### config.mk
export PLATFORM = sky130hd
export DESIGN_NAME = par2serial_tx
export DESIGN_NICKNAME = d
export VERILOG_FILES = /design/src/rtl/par2serial_tx.sv
export SDC_FILE = /design/constraint.sdc
export NUM_CORES = 1
export LEC_CHECK = 0
export CAP_MARGIN = 30
export CORE_MARGIN = 1.5
export CORE_UTILIZATION = 47
export DETAILED_ROUTE_END_ITERATION = 8
export HOLD_SLACK_MARGIN = 0.03
export PLACE_DENSITY = 0.85
export SLEW_MARGIN = 20
export SYNTH_ARGS = -nofsm -noshare
export SYNTH_HDL_FRONTEND = slang
export SYNTH_SLANG_ARGS = --single-unit
### constraint.sdc
create_clock -name clk -period 1.6 [get_ports clk]
set_input_delay 0.32 -clock clk [delete_from_list [all_inputs] [get_ports clk]]
set_output_delay 0.32 -clock clk [all_outputs]
set_load 0.02 [all_outputs]
### src/rtl/par2serial_tx.sv
// Parallel-to-serial transmitter: one 8-bit symbol every 8 bit clocks, COM preamble after reset, COM idle fill.
// Optional macro SER_LSB_FIRST_EN selects LSB-first shifting (default MSB-first).
//
// state    | meaning
// ---------+-------------------------------------------------------------
// S_SYNC   | preamble: every loaded symbol is COM_SYM, input is ignored
// S_ACTIVE | symbols taken from in[7:0] when in[8] is set, else COM_SYM

module par2serial_tx #(
    parameter int unsigned SYNC_WORDS = 4,
    parameter logic [7:0]  COM_SYM    = 8'hBC
) (
    input  logic       clk,
    input  logic       reset,
    input  logic [8:0] in,
    output logic       out,
    output logic       sym_start,
    output logic       load_ack,
    output logic       active
);

    typedef enum logic {
        S_SYNC   = 1'b0,
        S_ACTIVE = 1'b1
    } state_t;

    localparam logic [3:0] SYNC_LAST = 4'(SYNC_WORDS - 1);

    state_t     state, state_nxt;
    logic [2:0] bit_cnt;
    logic [3:0] sync_cnt, sync_cnt_nxt;
    logic [7:0] shreg, shreg_nxt;
    logic [7:0] word;
    logic       load;
    logic       out_nxt;
    logic       sym_start_nxt;
    logic       load_ack_nxt;

    assign load = (bit_cnt == 3'd0);

    always_ff @(posedge clk or posedge reset) begin
        if (reset) begin
            state <= S_SYNC;
        end else begin
            state <= state_nxt;
        end
    end

    always_comb begin
        state_nxt     = state;
        sync_cnt_nxt  = sync_cnt;
        word          = COM_SYM;
        load_ack_nxt  = 1'b0;
        sym_start_nxt = load;
        if (load) begin
            case (state)
                S_SYNC: begin
                    sync_cnt_nxt = sync_cnt + 4'd1;
                    if (sync_cnt == SYNC_LAST) begin
                        state_nxt = S_ACTIVE;
                    end
                end
                S_ACTIVE: begin
                    if (in[8]) begin
                        word         = in[7:0];
                        load_ack_nxt = 1'b1;
                    end
                end
                default: state_nxt = S_SYNC;
            endcase
        end
    end

    // The first bit of a new word goes straight to out; shreg holds the remaining seven.
    always_comb begin
`ifdef SER_LSB_FIRST_EN
        if (load) begin
            out_nxt   = word[0];
            shreg_nxt = {1'b0, word[7:1]};
        end else begin
            out_nxt   = shreg[0];
            shreg_nxt = {1'b0, shreg[7:1]};
        end
`else
        if (load) begin
            out_nxt   = word[7];
            shreg_nxt = {word[6:0], 1'b0};
        end else begin
            out_nxt   = shreg[7];
            shreg_nxt = {shreg[6:0], 1'b0};
        end
`endif
    end

    always_ff @(posedge clk or posedge reset) begin
        if (reset) begin
            bit_cnt   <= 3'd0;
            sync_cnt  <= 4'd0;
            shreg     <= 8'd0;
            out       <= 1'b0;
            sym_start <= 1'b0;
            load_ack  <= 1'b0;
            active    <= 1'b0;
        end else begin
            bit_cnt   <= bit_cnt + 3'd1;
            sync_cnt  <= sync_cnt_nxt;
            shreg     <= shreg_nxt;
            out       <= out_nxt;
            sym_start <= sym_start_nxt;
            load_ack  <= load_ack_nxt;
            active    <= (state_nxt == S_ACTIVE);
        end
    end

endmodule

## Word-level counts from Yosys, hierarchy flattened

Index checks and enable logic that the tools add are counted.

| storage, ports and cells | value |
|---|---|
| input port bits | 11 |
| register bits after elaboration | 19 |

| cells by class | value |
|---|---|
| eq/ne operators | 1 |
| reduce and logical (&&, ||, !) cells | 2 |
| multiplexer cells | 9 |
| add/subtract/negate cells | 2 |
| bitwise operators | 1 |

Operator list:

| kind | number |
|---|---|
| $mux 8 | 3 |
| $mux 1 | 6 |
| $add 4x1->4 const B | 1 |
| $eq 4x2->1 const B | 1 |
| $add 3x1->3 const B | 1 |
| $logic_not 3->1 | 1 |
| $reduce_and 2->1 | 1 |
| $not 1->1 | 1 |

## Depth between registers and ports, before layout

Gate-level depths: netlist of run 1.

| depth | value |
|---|---|
| depth after elaboration | 3 |
| mapped depth | 7 |
| depth with buffers taken out | 7 |

## Worst setup path before layout of run 1

OpenSTA, ideal clock, no wires.

| timing | value |
|---|---|
| kind | register to register |
| start | reg bit_cnt[0] |
| end | reg sync_cnt[1] |
| setup slack | 253 ps |
| required time | 1,475 ps |
| path buffers | 0 |
| setup time | 125 ps |
| stages on the path, launching flop included | 5 |
| arrival time | 1,222 ps |
| period minus slack after synthesis | 1,347 ps |
| cell sequence | dfrtp_1 -> inv_1 -> ha_1 -> nor3b_4 -> mux2_2 |

| between the ends | value |
|---|---|
| longest elaborated chain between the ends | 2 |

RTL lines:

| what | line | source |
|---|---|---|
| start, declared | 30 | `logic [2:0] bit_cnt;` |
| start signal, assigned | 105 | `bit_cnt <= bit_cnt + 3'd1;` |
| $logic_not 3->1 | 39 | `assign load = (bit_cnt == 3'd0);` |
| $reduce_and 2->1 (no line) | - |  |
| end signal, assigned | 106 | `sync_cnt <= sync_cnt_nxt;` |
| end, declared | 31 | `logic [3:0] sync_cnt, sync_cnt_nxt;` |

No other way between the ends.
A chain may end at the register's enable or synchronous reset.

## Worst setup path after layout of run 1

| timing | value |
|---|---|
| start | reg load_ack |
| end | out load_ack |

RTL lines:

| what | line | source |
|---|---|---|
| start, declared | 18 | `output logic load_ack,` |
| start signal, assigned | 110 | `load_ack <= load_ack_nxt;` |

No word-level cell between the ends.

==> results_dict.tcl, run 1 <==
set metrics [dict create \
    outcome "finished, final reports clean" \
    max-vdd-ir-drop_mv 0.863 \
    rows 13 \
    synth.largest_area_cell "dfrtp_1" \
    die_w_um 41.7 \
    ys_ff_latch 18 \
    synth_area_um2 704 \
    layout_min_cycle_time_ns 1.54 \
    grt_max_degree 19 \
    crit_cells 1 \
    die_h_um 41.7 \
    setup_viol 0 \
    clock_skew_ns 0.00525 \
    final_net_count 81 \
    die_area_um2 1740 \
    worst-slew-pin-transition_ns 0.228 \
    path_clk_slew_ns 0.10 \
    cts_buffer_depth 2 \
    vias 413 \
    crit_path_end_kind "output pin" \
    place.detailed.hpwl_um 771 \
    wl_um 1020 \
    synth_top_area_share_pct 63.9 \
    nFillCells 99 \
    syn_nets 60 \
    clk-insertion-delay-late_ns 0.29 \
    rr_endpoint "sync_cnt[1]" \
    powerDensity_nw_per_um2 862 \
    ys_seq_area_share_pct 63.9 \
    rsz0062_at_grt "no" \
    drt_pass1_iterations 3 \
    wl_per_cell_um 12.6 \
    busiest_layer "met2" \
    antenna_left 0 \
    cp-start-kind "register" \
    syn_inst 46 \
    reg2regPathDepth 4 \
    drt-initial-drc-count 1 \
    grtUsageMet2_pct 25.6 \
    maxSlewViolCount 0 \
    cts_buffers 3 \
    tns_ns 0 \
    layout_commonest_cell "dfrtp_1" \
    critPathBufInv 1 \
    num_io_pins 15 \
    max-slew-margin-rel_pct 84.8 \
    cts_tree "built" \
    ys_types 17 \
    critPathMaxFanout 1 \
    numPortBuffers 14 \
    cp_slowest_cell "clkdlybuf4s50_1" \
    hold_path_class "primary input to async pin" \
    place_congestion 0.686 \
    path_cells "clkdlybuf4s50_1" \
    grt_overflow 0 \
    diodes 0 \
    dpl.cell_count 77 \
    met1_usage_pct 18.2 \
    grt_pass1_wl_um 2000 \
    yosys_warnings 0 \
    cts-root-buf "clkbuf_4" \
    final_cell_mix "dfrtp_1, clkdlybuf4s50_1, o22a_2" \
    cp_top_family "buffers and inverters" \
    antenna_found_initial 0 \
    stdcell_count 81 \
    worstPathArrival_ns 1.22 \
    postCtsHoldBufs 0 \
    crit_path_start "load_ack" \
    grt_use_total_pct 15.1 \
    cap_violations 0 \
    rr_startpoint "bit_cnt[0]" \
    final_hold_viol_count 0 \
    regToRegSetupSlack_ns 0.19 \
    grtUsageMet3_pct 5.22 \
    htree_levels 1 \
    synth_area_leaders "dfrtp_1, o22a_2, ha_1, nor3b_4, a22o_1" \
    via_per_inst 5.10 \
    core_um2 1350 \
    initial_utilization_pct 52.2 \
    synth_area_per_cell_um2 15.3 \
    fmax_mhz 650 \
    p_leak_nw 0.412 \
    area_growth_pct 30.2 \
    drive_above_1_share_pct 27.3 \
    cp_data_required_time_ns 1.28 \
    cts_sinks 18 \
    endpoint "load_ack" \
    cpPeakStageDelay_ns 0.60 \
    drc 0 \
    fin_crit_sh_pct 96.2 \
    criticalPathCategory "register to output pin" \
    first_global_vias 469 \
]
## area by class of cell
type                            instances  area, µm²  area share [%]
Sequential cell                        18        450            49.1
Multi-Input combinational cell         23        230            25.1
Timing Repair Buffer                   16        158            17.2
Clock buffer                            4       36.3            3.96
Inverter                                5       23.8            2.59
Tap cell                               15       18.8            2.05
## through the flow
step / hold WS [ns] / util [%] / worst slack (ns) / instance area, µm² / total power [W]
floorplan: 0.259 / - / 0.253 / 704 / 0.000497
global placement: 0.429 / 65.1 / 0.227 / 878 / 0.000533
detailed placement: 0.440 / 65.1 / 0.180 / 878 / 0.000534
CTS: 0.343 / 67.7 / 0.0302 / 915 / 0.000800
global route: 0.347 / 67.9 / 0.0126 / 917 / 0.000822
finish: 0.334 / 67.9 / 0.0613 / 917 / 0.000790
## registers in the layout (all words and copies together) (netlist names)
| signal | flops |
|---|---|
| sym_start | 1 |
| load_ack | 1 |
| out | 1 |
| shreg | 7 |
| bit_cnt | 3 |
| active | 1 |
| sync_cnt | 4 |
## what timing repair did
action | in CTS | in global routing
setup buffers | 0 | 0
setup endpoints to repair | 0 | 1
gates resized for setup | 0 | 1
## routing by layer
layer | routed length, µm | vias to the layer above | share of wire (%)
met1 | 449 | 201 | 44
met3 | 60 | 2 | 5.9
met4 | 10 | 0 | 0.98
met2 | 500 | 13 | 49
li1 | - | 197 | -
met5 | 0 | - | 0
## synthesized netlist by cell type (all sizes together)
master and instances:
dfrtp 18, inv 5, o22a 5, ha 3, a22o 2, xnor2 2
xor2 2, a31o 1, and2 1, mux2 1, nand2 1, nand2b 1
nand3 1, nand4 1, nor2 1, nor3b 1
## tightest hold or removal path: stages
cell	delay (ns)
clkdlybuf4s50_1	0.40
inv_1	0.05
buf_4	0.23
## logic make-up (layout without fill, tap and decap cells)
group | count (synthesis) | count (layout) | share of synthesized area (%)
buf+inv | 5 | 25 | 3.37
mux | 1 | 1 | 1.60
xor+xnor | 4 | 4 | 4.97
fa+ha+maj | 3 | 3 | 5.33
simple gates | 7 | 7 | 9.95
flops | 18 | 18 | 63.9
compound gates | 8 | 8 | 10.8
## worst min-delay path by stage
stage,startpoint,end,slack (ns),depth (start not counted)
2_1_floorplan,reset,active,0.26,1
3_3_place_gp,bit_cnt[0],bit_cnt[0],0.43,1
3_5_place_dp,bit_cnt[0],bit_cnt[0],0.44,1
4_1_cts,reset,sym_start,0.34,3
5_1_grt,reset,sym_start,0.35,3
6_report,reset,shreg[4],0.33,3
## power by group
part / internal (W) / total [W] / switching (W)
Combinational: 0.0000360 / 0.0000548 / 0.0000188
Sequential: 0.000466 / 0.000469 / 0.00000305
Clock: 0.000138 / 0.000267 / 0.000129
Total: 0.000640 / 0.000790 / 0.000150
Note: power is estimated with default switching activity, not from simulation.
==> inputs of run 2 (changes only) <==
Settings changed: MAX_ROUTING_LAYER set to met4.
==> run 2 against run 1 <==
  * Combinational power barely moved
  * Utilization did not move
  * Fmax barely moved
  * Count of clock-buffer cells in the layout did not move
  * Sequential cell count did not move
  * Clock skew fell by 0.0012 ns
  * Critical endpoint unchanged
==> results_dict.tcl, run 2 (same netlist as run 1, synthesis figures left out) <==
set metrics [dict create \
    outcome "finished, final reports clean" \
    fmax_mhz 650 \
    fin_crit_sh_pct 96.2 \
    final_cell_mix "dfrtp_1, clkdlybuf4s50_1, o22a_2" \
    clk-insertion-delay-late_ns 0.28 \
    critPathMaxFanout 1 \
    hold_path_class "primary input to async pin" \
    layout_min_cycle_time_ns 1.54 \
    grt_pass1_wl_um 2000 \
    switching_share_pct 18.8 \
    drive_above_1_share_pct 27.3 \
    htree_levels 1 \
    via_per_inst 5.06 \
    cts_sinks 18 \
    final_net_count 81 \
    combPwrFrac_pct 7.0 \
    die_w_um 41.7 \
    first_global_vias 468 \
    largest_register_ffs 7 \
    worstPathArrival_ns 1.22 \
    powerDensity_nw_per_um2 860 \
    critPathBufInv 1 \
    diodes 0 \
    max-vdd-ir-drop_mv 0.860 \
    p_sw_w 0.000148 \
    utilization_pct 67.9 \
    wl_per_cell_um 12.6 \
    cts_tree "built" \
    initial_utilization_pct 52.2 \
    final_hold_viol_count 0 \
    die_area_um2 1740 \
    numPortBuffers 14 \
    cts-root-buf "clkbuf_4" \
    seqPwrFrac_pct 59.4 \
    clkPwrFrac_pct 33.6 \
    grt_overflow 0 \
    vias 410 \
    wl_um 1020 \
    cp_data_required_time_ns 1.28 \
    drt_pass1_iterations 1 \
    cts_buffer_depth 2 \
    rsz0062_at_grt "no" \
    place.detailed.hpwl_um 771 \
    crit_cells 1 \
    rr_endpoint "sync_cnt[1]" \
    place_congestion 0.693 \
    regToRegSetupSlack_ns 0.19 \
    antenna_found_initial 0 \
    rows 13 \
    antenna_left 0 \
    rr_startpoint "bit_cnt[0]" \
    drc 0 \
    max-slew-margin-rel_pct 84.8 \
    grt_use_total_pct 15.5 \
    area_growth_pct 30.2 \
    reg_top3 "shreg: 7 flops, sync_cnt: 4 flops, bit_cnt: 3 flops" \
    die_h_um 41.7 \
    drt-initial-drc-count 0 \
    tns_ns 0 \
    crit_path_end_kind "output pin" \
    clock_skew_ns 0.00400 \
    path_clk_slew_ns 0.10 \
    cap_violations 0 \
    cts_buffers 3 \
    cp_top_family "buffers and inverters" \
    core_um2 1350 \
    path_cells "clkdlybuf4s50_1" \
    cp_slowest_cell "clkdlybuf4s50_1" \
    worst-slew-pin-transition_ns 0.228 \
    num_io_pins 15 \
    cpPeakStageDelay_ns 0.60 \
    criticalPathCategory "register to output pin" \
    cp-start-kind "register" \
    grt_max_degree 19 \
    layout_commonest_cell "dfrtp_1" \
    setup_viol 0 \
    p_leak_nw 0.412 \
    maxSlewViolCount 0 \
    largest_register "shreg" \
    intPower_w 0.000640 \
    reg2regPathDepth 4 \
]
==> run 2: metrics by stage <==
stage,hold slack [ns],power (W),area (µm²),cells,setup slack [ns]
global placement,0.429,0.000533,878,77,0.227
finish,0.340,0.000788,917,81,0.0614
detailed placement,0.440,0.000534,878,77,0.180
global route,0.347,0.000822,917,81,0.0126
CTS,0.343,0.000800,915,81,0.0302
floorplan,0.259,0.000497,704,46,0.253
==> run 2: how the worst max path moves through the flow <==
stage / startpoint / end / slack, ns
final: load_ack / load_ack / 0.06
after global routing: sym_start / sym_start / 0.01
after CTS: active / active / 0.03
after detailed placement: bit_cnt[0] / sync_cnt[1] / 0.18
after global placement: bit_cnt[0] / sync_cnt[1] / 0.23
after floorplan: bit_cnt[0] / sync_cnt[1] / 0.25
==> run 2: area by class of cell <==
| type | instances | area (µm²) |
|---|---|---|
| timing repair buffer | 16 | 158 |
| fill | 99 | 433 |
| inverter | 5 | 23.8 |
| sequential | 18 | 450 |
| clock buffer | 4 | 36.3 |
| multi-input combinational | 23 | 230 |
| tap | 15 | 18.8 |
==> run 2: power groups by stage <==
stage	logic, W	clock network (W)	registers (W)
CTS	0.0000562	0.000275	0.000469
global placement	0.0000549	0	0.000478
global route	0.0000599	0.000292	0.000470
floorplan	0.0000169	0	0.000480
finish	0.0000550	0.000265	0.000469
detailed placement	0.0000560	0	0.000478
==> run 2: timing repair <==
action	in CTS	in global routing
buffers inserted	0	0
resized for setup	0	1
hold buffers	0	0
setup endpoints to repair	0	1
==> run 2: routing by layer <==
layer / GRT usage (%) / vias to the layer above / part of all wire, %
met4: 3.87 / 0 / 0.79
met1: 18.2 / 198 / 44
li1: - / 197 / -
met2: 25.6 / 13 / 49
met5: - / - / 0
met3: 5.22 / 2 / 5.6
